$ cat src/rtl/memkat_initiator.sv
// Known-answer memory test initiator: writes SEED^addr across BASE..LIMIT, reads it back,
// and reports pass/fail, mismatch count and the first failing address.
module memkat_initiator #(
    parameter logic [31:0] BASE  = 32'h0,
    parameter logic [31:0] LIMIT = 32'h4,
    parameter logic [31:0] STEP  = 32'd4,
    parameter logic [31:0] SEED  = 32'hA5A5_0000
) (
    input  logic        clk,
    input  logic        rst,
    input  logic        start,
    input  logic [31:0] readdata,
    output logic [31:0] addr,
    output logic        memwrite,
    output logic        memread,
    output logic [31:0] writedata,
    output logic        busy,
    output logic        done,
    output logic        pass,
    output logic [7:0]  err_count,
    output logic [31:0] fail_addr
);

    typedef enum logic [2:0] {StIdle, StWr, StRd, StDrain, StFin} state_e;

    state_e      state;
    logic        cmp_valid;
    logic [31:0] cmp_exp;
    logic [31:0] cmp_addr;

    logic        mismatch;
    logic [7:0]  err_next;
    logic [31:0] fail_next;

    // Compare stage: readdata belongs to the read issued one cycle earlier.
    always_comb begin
        mismatch  = cmp_valid && (readdata != cmp_exp);
        err_next  = err_count;
        fail_next = fail_addr;
        if (mismatch) begin
            if (err_count != 8'hFF) begin
                err_next = err_count + 8'd1;
            end
            if (err_count == 8'd0) begin
                fail_next = cmp_addr;
            end
        end
    end

    always_ff @(posedge clk or posedge rst) begin
        if (rst) begin
            state     <= StIdle;
            addr      <= 32'h0;
            memwrite  <= 1'b0;
            memread   <= 1'b0;
            writedata <= 32'h0;
            busy      <= 1'b0;
            done      <= 1'b0;
            pass      <= 1'b0;
            err_count <= 8'h0;
            fail_addr <= 32'h0;
            cmp_valid <= 1'b0;
            cmp_exp   <= 32'h0;
            cmp_addr  <= 32'h0;
        end else begin
            done      <= 1'b0;
            cmp_valid <= 1'b0;
            err_count <= err_next;
            fail_addr <= fail_next;
            unique case (state)
                StIdle: begin
                    memwrite <= 1'b0;
                    memread  <= 1'b0;
                    if (start) begin
                        pass      <= 1'b0;
                        err_count <= 8'h0;
                        fail_addr <= 32'h0;
                        addr      <= BASE;
                        writedata <= SEED ^ BASE;
                        memwrite  <= 1'b1;
                        busy      <= 1'b1;
                        state     <= StWr;
                    end
                end
                StWr: begin
                    if (addr == LIMIT) begin
                        addr     <= BASE;
                        memwrite <= 1'b0;
                        memread  <= 1'b1;
                        state    <= StRd;
                    end else begin
                        addr      <= addr + STEP;
                        writedata <= SEED ^ (addr + STEP);
                    end
                end
                StRd: begin
                    cmp_valid <= 1'b1;
                    cmp_exp   <= SEED ^ addr;
                    cmp_addr  <= addr;
                    if (addr == LIMIT) begin
                        memread <= 1'b0;
                        state   <= StDrain;
                    end else begin
                        addr <= addr + STEP;
                    end
                end
                StDrain: begin
                    // The last compare lands on this edge, so judge from its result.
                    done  <= 1'b1;
                    pass  <= (err_next == 8'd0);
                    state <= StFin;
                end
                StFin: begin
                    busy  <= 1'b0;
                    state <= StIdle;
                end
                default: state <= StIdle;
            endcase
        end
    end

endmodule

$ cat config.mk
export PLATFORM = sky130hd
export DESIGN_NAME = memkat_initiator
export DESIGN_NICKNAME = d
export VERILOG_FILES = /design/src/rtl/memkat_initiator.sv
export SDC_FILE = /design/constraint.sdc
export NUM_CORES = 1
export LEC_CHECK = 0
export CELL_PAD_IN_SITES_DETAIL_PLACEMENT = 0
export CELL_PAD_IN_SITES_GLOBAL_PLACEMENT = 1
export CORE_ASPECT_RATIO = 0.6
export CORE_MARGIN = 2
export CORE_UTILIZATION = 44
export DETAILED_ROUTE_END_ITERATION = 8
export DONT_BUFFER_PORTS = 1
export MAX_ROUTING_LAYER = met4
export PLACE_DENSITY_LB_ADDON = 0.1
export SLEW_MARGIN = 20
export SYNTH_ARGS = -nofsm -noshare
export SYNTH_HDL_FRONTEND = slang
export SYNTH_SLANG_ARGS = --single-unit
$ cat constraint.sdc
create_clock -name clk -period 3.9 [get_ports clk]
set_input_delay 0.195 -clock clk [delete_from_list [all_inputs] [get_ports clk]]
set_output_delay 0.195 -clock clk [all_outputs]
set_load 0.05 [all_outputs]
==> flow_metrics.tcl <==
set metrics [dict create \
    outcome "finished with violations" \
    violations "design-rule violations" \
    clock_latency_ns 0.42 \
    boundaryPins 144 \
    arrival_ns 3.31 \
    finalSetupViolations 0 \
    p_leak_uw 0.00380 \
    pwr_density_cell_nw_per_um2 567 \
    avgSynthCellArea_sq_um 9.66 \
    period_needed_ns 3.03 \
    ant_nets 0 \
    relSlewSlack_pct 38.3 \
    whs_ns 0.183 \
    vias 5320 \
    rsz0062_at_grt "false" \
    place_hpwl_mm 14.1 \
    synth-seq-area-share_pct 52.5 \
    critPathLaunchType "flip-flop" \
    core_area_sq_um 15500 \
    cts_root_buffer "clkbuf_16" \
    antenna_found_initial 1 \
    clockBufferDepth 2 \
    clk_pin_slew_ns 0.06 \
    cts_resized 0 \
    cap_violations 0 \
    fin_nets 764 \
    slew_violations 0 \
    pre_cts_ws_ns 0.891 \
    synthArstFlopShare_pct 100 \
    fmax_ghz 0.330 \
    gp_congestion 0.836 \
    tritoncts "built" \
    routed_via_density 5.65 \
    grt-ovfl-total 0 \
    hp-class "in2reg" \
    layout_commonest_cell "dfrtp_1" \
    row_count 35 \
    post_cts_buffers 0 \
    hold_violations 0 \
    drive_gt1_share_pct 9.23 \
    port-buffer-count 0 \
    drcViolationCount 8 \
    timing.final.crit_share_pct 77.8 \
    fin_ws_ns 0.867 \
    htreeDepth 4 \
    tightest_slew_ns 0.924 \
    path_max_fanout 5 \
    critPathKind "reg2reg" \
    die_width_um 167 \
    synth-seq-cells 148 \
    drt-total-wl_mm 19.8 \
    vdd_drop_max_mv 0.299 \
    grt_pass1_wl_mm 30.7 \
    grt_pass1_vias 5195 \
    finalPower_uw 4490 \
    ys_warn_count 0 \
    netlist_area_sq_um 7050 \
    start_util_pct 45.5 \
    area.growth.synth_to_final_pct 12.3 \
    synthCells 730 \
    hold_buffers 2 \
    synth-edff-count 0 \
    fin_tns_setup_ns 0 \
    avgRoutedWirePerCell_um 21.1 \
    cts_made_buffers 17 \
    synthFlopType "dfrtp_1" \
    worstPathRequired_ns 4.17 \
    gr-usage-all-layers_pct 24.5 \
    first_iter_violations 417 \
    cp-end-kind "flip-flop" \
    clock_sinks 148 \
    dieHeight_um 102 \
    fin_skew_ns 0.0150 \
    yosysUniqueCellTypes 50 \
    grt_max_degree 53 \
    dieArea_sq_um 17100 \
    drt-pass1-iter-count 7 \
    layout_common_cells "dfrtp_1, nand2_1, nor2_1" \
]
-- synthesized netlist by cell type (5+ instances only) --
cell type  number  share of area (%)
dfrtp_1       148                 53
nand2_1       146                7.8
nor2_1         63                3.4
o21ai_0        58                4.1
xnor2_1        51                6.3
mux2i_1        32                4.5
clkbuf_1       25                1.3
o31ai_1        22                2.3
a21oi_1        20                1.4
and3_1         16                1.4
buf_2          15                1.1
nand3_1        15                1.1
nand4_1        12                1.1
nor3_1         10               0.71
xor2_1          9                1.1
and2_1          8               0.71
inv_1           8               0.43
a22o_1          6               0.74
buf_4           6               0.64
nor4_1          6               0.53
and4_1          5               0.62
ha_1            5               0.89
o22a_1          5               0.62
-- metrics by stage --
stage               util (%)  instance area [sq um]  std cells
global placement        46.9                   7270        905
finish                  51.1                   7920        941
floorplan                  -                   7060        731
CTS                     51.1                   7920        940
global route            51.1                   7920        941
detailed placement      47.1                   7300        906
-- sequential cells by signal (all words and copies together), names as in the netlist --
signal     flops
cmp_addr       8
state          3
addr          30
writedata     31
fail_addr     32
memread        1
memwrite       1
busy           1
cmp_exp       30
err_count      8
pass           1
cmp_valid      1
done           1
-- layer usage --
metal / GRT usage [%] / wire length [um]
met1: 35.2 / 9590
met5: - / 0
met2: 33.7 / 8350
met3: 7.09 / 1650
met4: 6.42 / 219
-- area by class of cell --
type | count | area [sq um]
Multi-Input combinational cell | 521 | 3070
Sequential cell | 148 | 3700
Clock buffer | 19 | 453
Timing Repair Buffer | 27 | 253
Fill cell | 1444 | 7580
Tap cell | 203 | 254
Inverter | 9 | 37.5
Clock inverter | 13 | 148
Antenna cell | 1 | 2.50
-- cells by family (layout without fill, tap and decap cells) --
| group | Yosys count | after routing | synth area share (%) |
|---|---|---|---|
| compound gates | 124 | 124 | 10.7 |
| xor+xnor | 60 | 60 | 7.45 |
| fa+ha+maj | 5 | 5 | 0.887 |
| buf+inv | 62 | 68 | 4.04 |
| flops | 148 | 148 | 52.5 |
| mux | 32 | 32 | 4.54 |
| other cells | 1 | 3 | 0.0532 |
| simple gates | 298 | 298 | 19.8 |
-- path summary, 6_finish.rpt --
| check | start | endpoint | slack [ns] | cells past startpoint |
|---|---|---|---|---|
| max | addr[3]$_DFFE_PP0P_ | addr[30]$_DFFE_PP0P_ | 0.87 | 8 |
| min | start | memwrite$_DFFE_PP0P_ | 0.18 | 2 |
| max reg2reg | addr[3]$_DFFE_PP0P_ | addr[30]$_DFFE_PP0P_ | 0.87 | 8 |
| min reg2reg | cmp_addr[24]$_DFFE_PP0P_ | cmp_addr[24]$_DFFE_PP0P_ | 0.48 | 2 |
| max in group asynchronous | rst | addr[30]$_DFFE_PP0P_ | 2.67 | 4 |
| min in group asynchronous | rst | writedata[22]$_DFFE_PP0P_ | 0.35 | 2 |
-- power breakdown --
group	leakage [uW]	switching, uW	total (uW)	internal [uW]
Sequential	0.00193	578	2240	1670
Combinational	0.00157	371	567	195
Clock	0.000294	695	1680	986
Total	0.00380	1640	4490	2850
-- worst max-delay path: stages (launching register included) --
cell	delay, ns
dfrtp_1	0.73
ha_1	0.37
and4_1	0.35
nand4_2	0.26
nor4_4	0.54
nand3_1	0.20
and2_1	0.23
o21ai_1	0.11
o31ai_1	0.09
Note: power is estimated with default switching activity, not from simulation.
